===== src/rtl/adc_scan_sequencer.sv =====
// Self-timed round-robin ADC scan sequencer: generates a sample tick, walks NCH channels through
// the spi2adc handshake with a timeout, applies a saturating gain and emits tagged samples.
module adc_scan_sequencer #(
  parameter int unsigned SAMPLE_DIV = 5000,
  parameter int unsigned NCH        = 2,
  parameter int unsigned DW         = 10,
  parameter int unsigned GW         = 4,
  parameter int unsigned TIMEOUT    = 64
) (
  input  logic          sysclk,
  input  logic          reset_n,
  input  logic          enable,
  input  logic [GW-1:0] gain,
  input  logic          clr_flags,
  output logic          adc_start,
  output logic [2:0]    adc_channel,
  input  logic [DW-1:0] adc_data,
  input  logic          adc_valid,
  output logic [DW-1:0] sample_out,
  output logic [2:0]    sample_ch,
  output logic          sample_valid,
  output logic          scan_done,
  output logic          overrun,
  output logic          timeout_err
);

  localparam int unsigned CW = $clog2(SAMPLE_DIV);
  localparam int unsigned TW = $clog2(TIMEOUT + 1);
  localparam int unsigned PW = DW + GW;

  localparam logic [CW-1:0] CntLast     = CW'(SAMPLE_DIV - 1);
  localparam logic [TW-1:0] TimeoutLast = TW'(TIMEOUT - 1);
  localparam logic [2:0]    ChLast      = 3'(NCH - 1);
  localparam logic [DW-1:0] SatMax      = '1;

  typedef enum logic [2:0] {StIdle, StStart, StWait, StScale, StEmit} state_e;

  state_e        state_q, state_d;
  logic [CW-1:0] cnt_q, cnt_d;
  logic [TW-1:0] tcnt_q, tcnt_d;
  logic [2:0]    idx_q, idx_d;
  logic [DW-1:0] data_q, data_d;
  logic [DW-1:0] sample_q, sample_d;
  logic [2:0]    sch_q, sch_d;
  logic          overrun_q, overrun_d;
  logic          terr_q, terr_d;
  logic          tick;
  logic [PW-1:0] product, shifted;
  logic [DW-1:0] scaled;

  // Counter free-runs independent of enable so the scan rate never drifts.
  assign tick  = (cnt_q == CntLast);
  assign cnt_d = tick ? '0 : cnt_q + CW'(1);

  // Gain is fixed-point with unity at 2^(GW-1); anything above full scale clamps.
  always_comb begin
    product = {{GW{1'b0}}, data_q} * {{DW{1'b0}}, gain};
    shifted = product >> (GW - 1);
    scaled  = (|shifted[PW-1:DW]) ? SatMax : shifted[DW-1:0];
  end

  always_comb begin
    state_d   = state_q;
    tcnt_d    = tcnt_q;
    idx_d     = idx_q;
    data_d    = data_q;
    sample_d  = sample_q;
    sch_d     = sch_q;
    overrun_d = overrun_q;
    terr_d    = terr_q;

    // Clear first so a coincident set condition below wins.
    if (clr_flags) begin
      overrun_d = 1'b0;
      terr_d    = 1'b0;
    end
    if (tick && (state_q != StIdle)) begin
      overrun_d = 1'b1;
    end

    case (state_q)
      StIdle: begin
        if (tick && enable) begin
          idx_d   = '0;
          state_d = StStart;
        end
      end
      StStart: begin
        tcnt_d  = '0;
        state_d = StWait;
      end
      StWait: begin
        // Valid takes priority over a timeout landing on the same cycle.
        if (adc_valid) begin
          data_d  = adc_data;
          state_d = StScale;
        end else if (tcnt_q == TimeoutLast) begin
          data_d  = '0;
          terr_d  = 1'b1;
          state_d = StScale;
        end else begin
          tcnt_d = tcnt_q + TW'(1);
        end
      end
      StScale: begin
        sample_d = scaled;
        sch_d    = idx_q;
        state_d  = StEmit;
      end
      StEmit: begin
        if (idx_q == ChLast) begin
          idx_d   = '0;
          state_d = StIdle;
        end else begin
          idx_d   = idx_q + 3'd1;
          state_d = StStart;
        end
      end
      default: state_d = StIdle;
    endcase
  end

  always_ff @(posedge sysclk or negedge reset_n) begin
    if (!reset_n) begin
      state_q   <= StIdle;
      cnt_q     <= '0;
      tcnt_q    <= '0;
      idx_q     <= '0;
      data_q    <= '0;
      sample_q  <= '0;
      sch_q     <= '0;
      overrun_q <= 1'b0;
      terr_q    <= 1'b0;
    end else begin
      state_q   <= state_d;
      cnt_q     <= cnt_d;
      tcnt_q    <= tcnt_d;
      idx_q     <= idx_d;
      data_q    <= data_d;
      sample_q  <= sample_d;
      sch_q     <= sch_d;
      overrun_q <= overrun_d;
      terr_q    <= terr_d;
    end
  end

  assign adc_start    = (state_q == StStart);
  assign adc_channel  = idx_q;
  assign sample_out   = sample_q;
  assign sample_ch    = sch_q;
  assign sample_valid = (state_q == StEmit);
  assign scan_done    = (state_q == StEmit) && (idx_q == ChLast);
  assign overrun      = overrun_q;
  assign timeout_err  = terr_q;

endmodule


===== config.mk =====
export PLATFORM = sky130hd
export DESIGN_NAME = adc_scan_sequencer
export DESIGN_NICKNAME = d
export VERILOG_FILES = /design/src/rtl/adc_scan_sequencer.sv
export SDC_FILE = /design/constraint.sdc
export NUM_CORES = 1
export LEC_CHECK = 0
export CAP_MARGIN = 10
export CORE_MARGIN = 1
export CORE_UTILIZATION = 25
export DETAILED_ROUTE_END_ITERATION = 6
export HOLD_SLACK_MARGIN = 0.05
export PLACE_DENSITY_LB_ADDON = 0.2
export SLEW_MARGIN = 0
export SYNTH_ARGS = -nofsm -noshare
export SYNTH_HDL_FRONTEND = slang
export SYNTH_SLANG_ARGS = --single-unit

===== constraint.sdc =====
create_clock -name sysclk -period 3.21 [get_ports sysclk]
set_input_delay 0.642 -clock sysclk [delete_from_list [all_inputs] [get_ports sysclk]]
set_output_delay 0.642 -clock sysclk [all_outputs]
set_load 0.02 [all_outputs]

* Word-level counts from Yosys, hierarchy flattened
Cells that the tools add are included.
Word-level totals: register bits after elaboration 51, input port bits 19, output and inout port bits 21, logic and storage cells 58
Cells by class: $add $sub $neg 3, multiply operators 1, eq/ne operators 11, multiplexer cells 21, reduce and logical (&&, ||, !) cells 13
Operator list (count):
- $mux 10 | 3
- $mux 3 | 5
- $pmux 3 s5 | 1
- $mul 10x4->14 | 1
- $mux 7 | 2
- $pmux 7 s2 | 1
- $add 13x1->13 const B | 1
- $eq 13x13->1 const B | 1
- $mux 13 | 1
- $reduce_bool 2->1 | 4
- $add 7x1->7 const B | 1
- $eq 7x6->1 const B | 1
- $mux 1 | 7
- $eq 3x1->1 const B | 2
- $eq 3x2->1 const B | 2
- $ne 2x2->1 const B | 3
- $pmux 3 s2 | 1
- $reduce_and 2->1 | 3
- $add 3x1->3 const B | 1
- $eq 3x3->1 const B | 1
- $logic_and 1x1->1 | 3
- $logic_not 3->1 | 1
- $ne 3x3->1 const B | 1
- $reduce_and 3->1 | 1
- $reduce_bool 3->1 | 1

* Logic depth before layout (Yosys ltp)
depth after elaboration 4, mapped depth 12, mapped depth without buffers 12

* Worst setup path before layout
OpenSTA, ideal clock, no wires.
path kind in2reg, from input gain[3], to register sample_q[9] (netlist: sample_out[9]), data arrival time 3.517 ns, data required time 3.084 ns, path slack -0.433 ns, stages 12, cells stage by stage and2_1 -> fa_1 -> inv_1 -> fa_1 -> inv_1 -> ha_1 -> a21oi_2 -> o211ai_1 -> a221oi_1 -> and3b_1 -> o21ai_2 -> o32a_1
On the way: cells in the longest elaborated chain, start to end 2
Ends and longest elaborated chain:
- start, declared | RTL line 13 | input logic [GW-1:0] gain,
- $mul 10x4->14 | RTL line 57 | product = {{GW{1'b0}}, data_q} * {{DW{1'b0}}, gain};
- $mux 10 | RTL line 59 | scaled = (|shifted[PW-1:DW]) ? SatMax : shifted[DW-1:0];
- end signal, assigned | RTL line 140 | sample_q <= sample_d;
- end, declared | RTL line 43 | logic [DW-1:0] sample_q, sample_d;
No other way between the ends. A chain may end at the register's enable or synchronous reset.

* Final worst setup path
from input gain[2], to register sample_q[0] (netlist: sample_out[0])
The elaborated chain is that of the path after synthesis.

==> reports/results.tsv <==
metric	value	unit
status	finished with violations	
failing checks	setup timing	
crit path max-delay cell type	fa_1	
WP buf/inv	4	
Seq/Total Area, Yosys	0.385	
WP data required	3440	ps
DR vias/cell	4.52	
final worst slack	-67.2	ps
RSZ-0062 raised after global routing	true	
Overflow after GRT	0	
# hold bufs at CTS	0	
worst skew pair latency	300	ps
Yosys top cell by area	dfrtp_1	
Remaining DRCs	0	
FF-to-FF setup slack	-30	ps
#FFs+latches synth	51	
clk_skew	7.25	ps
Multi-input gate area	2080	um2
TritonCTS clock tree	yes	
WS Path Type	in -> reg	
die area	13700	um2
Longest Clk Path Bufs	2	
largest net degree at the start of global routing	30	
global-route wire length before repair	13400	um
Hold WC Path Type	in -> async	
critical path endpoint	sample_out[0]	
pre-CTS setup slack	-958	ps
Core Area	12800	um2
Post-Syn Area	3310	um2
Reg clk slew, reported paths	70	ps
Reg area	1280	um2
fillers	1323	
fraction of layout cells with a size suffix above 1	0.255	
CTS Buf Count	5	
vias in the first global route	2814	
top_reg_cell synth	dfrtp_1	
CP max FO	6	
Final Cycle Share	1.02	
share of the synthesized area in the top cell type	0.385	
wire per inst	13.2	um
relative slew slack	0.433	
count leader, synth	dfrtp_1	
Syn Area/Cell	9.88	um2
worst vdd ir	0.163	mV
DR pass1 iterations	4	
Final min period	3280	ps
worst r2r dst	sample_out[0]	
fin. max-slew vios	0	
most used cell, CP	fa_1	
endpoint class of the critical path	flip-flop	
final hold vios	0	
H-tree Lvls	2	
Initial Util	0.259	
GPL Wtd Cong	0.744	
Antenna Nets Post-Route	0	
Layout area overhead	40.2	%
Area contributors post-synth	dfrtp_1 (39%), fa_1 (9.7%), ha_1 (6.8%), and2_1 (5.1%), inv_1 (3.7%)	
die width	117	um
vias after detailed routing	2712	
WP data arrival	3510	ps
Post-synth EDFFs	0	
r2r startpoint	data_q[5]	
die height	117	um
antenna violations before repair	0	
row count	41	
Synth Instances	335	
Synth cell types	47	
DRT iter0 DRCs	97	
crit-path cells	buf_12 -> and2_4 -> fa_1 -> inv_1 -> fa_1 -> inv_2 -> ha_4 -> nand3_2 -> o21ai_2 -> nand4_1 -> and3b_2 -> o21ai_4 -> buf_6 -> o22a_1	
ys async rst share	1.00	
Peak Freq	305	MHz
total power	1.23	mW
IO Port Bufs	39	
routed wire length	7940	um
CP delay by family, top	adder cells	
crit path from	gain[2]	
root buffer cell	clkbuf_16	
Worst R2R Path Depth	13	
number of primary I/O pins	40	
Clock Sinks	51	
crit path launch type	input port	
P per Cell Area	266	nW/um2
top cells by count, synth	dfrtp_1 (51), inv_1 (33), nand2_1 (30)	
cell leakage power	2.17	nW
hpwl dp	6080	um
number of max-cap violations	0	
synth warn	0	
GRT Resource Usage Total	0.127	
number of cells on the critical path	14	
Final #Nets	481	
slowest stage delay, CP	530	ps
worst slew pin tran	848	ps
Synth Net Count	388	
ant diodes	0	
endpoints failing setup	9	
==> registers in the layout (all words and copies together), names as in the netlist, 3 cells and up <==
signal	cells
data_q	10
tcnt_q	7
adc_channel	3
sample_out	10
state_q	3
cnt_q	13
sample_ch	3
==> worst min-delay path by stage <==
| stage | startpoint | to | slack (ps) | depth (start not counted) |
|---|---|---|---|---|
| global placement | tcnt_q[6] | tcnt_q[6] | 470 | 1 |
| CTS | reset_n | tcnt_q[4] | 430 | 1 |
| finish | reset_n | tcnt_q[4] | 390 | 1 |
| global route | reset_n | tcnt_q[4] | 460 | 1 |
| floorplan | reset_n | adc_channel[0] | 350 | 0 |
| detailed placement | cnt_q[0] | cnt_q[0] | 470 | 1 |
==> per-stage QoR <==
step	hold WS (ps)	util	cell area, um2	instances	TNS [ps]
after floorplan	346	-	3430	335	-340
after global placement	470	0.340	4340	585	-8830
after detailed placement	471	0.340	4340	585	-9160
after CTS	429	0.354	4530	593	-221
after global routing	459	0.363	4640	600	-1630
final	390	0.363	4640	600	-455
==> cells in the final DEF (no fill, tap or decap), types with 8 or more instances in the layout <==
master,n
a21oi_1,8
a22o_1,10
and2_1,19
and2_4,8
buf_4,51
clkdlybuf4s50_1,34
dfrtp_1,51
fa_1,16
ha_1,10
inv_1,28
nand2_1,28
nor2_1,24
o21ai_0,10
o22a_1,9
xnor2_1,8
xor2_1,13
==> metal layers <==
metal,vias to the layer above,part of all wire,global-route usage,wire length [um]
met1,1335,0.46,0.159,3690
met5,-,0,0,0
met3,8,0.034,0.0252,273
met2,35,0.49,0.220,3890
met4,0,0.012,0.0380,92
li1,1334,-,-,-
==> power by group <==
group	total [mW]	leakage (nW)	switching [mW]	internal [mW]
logic	0.0529	1.43	0.0259	0.0270
clock network	0.537	0.0696	0.252	0.286
registers	0.643	0.675	0.000689	0.643
==> area by class of cell <==
type,count,share of cell area
Tap cell,172,0.0464
Clock inverter,2,0.00297
Clock buffer,5,0.0270
Timing Repair Buffer,91,0.173
Sequential cell,51,0.275
Multi-Input combinational cell,246,0.449
Inverter,33,0.0267
==> what timing repair did <==
action                     CTS  global route
buffers inserted             1             6
pin swaps                   15            13
hold endpoints to repair     0             0
gates resized for setup     33            11
setup endpoints to repair   10            10
gates cloned                 0             1
==> logic make-up (layout without fill, tap and decap cells) <==
| kind of cell | count (synthesis) | count (layout) | synth area share |
|---|---|---|---|
| xor+xnor | 21 | 21 | 0.0556 |
| fa+ha+maj | 34 | 34 | 0.165 |
| simple gates | 124 | 124 | 0.206 |
| compound gates | 63 | 63 | 0.132 |
| buf+inv | 38 | 131 | 0.0435 |
| mux | 4 | 4 | 0.0132 |
| flops | 51 | 51 | 0.385 |
Note: power is estimated with default switching activity, not from simulation.
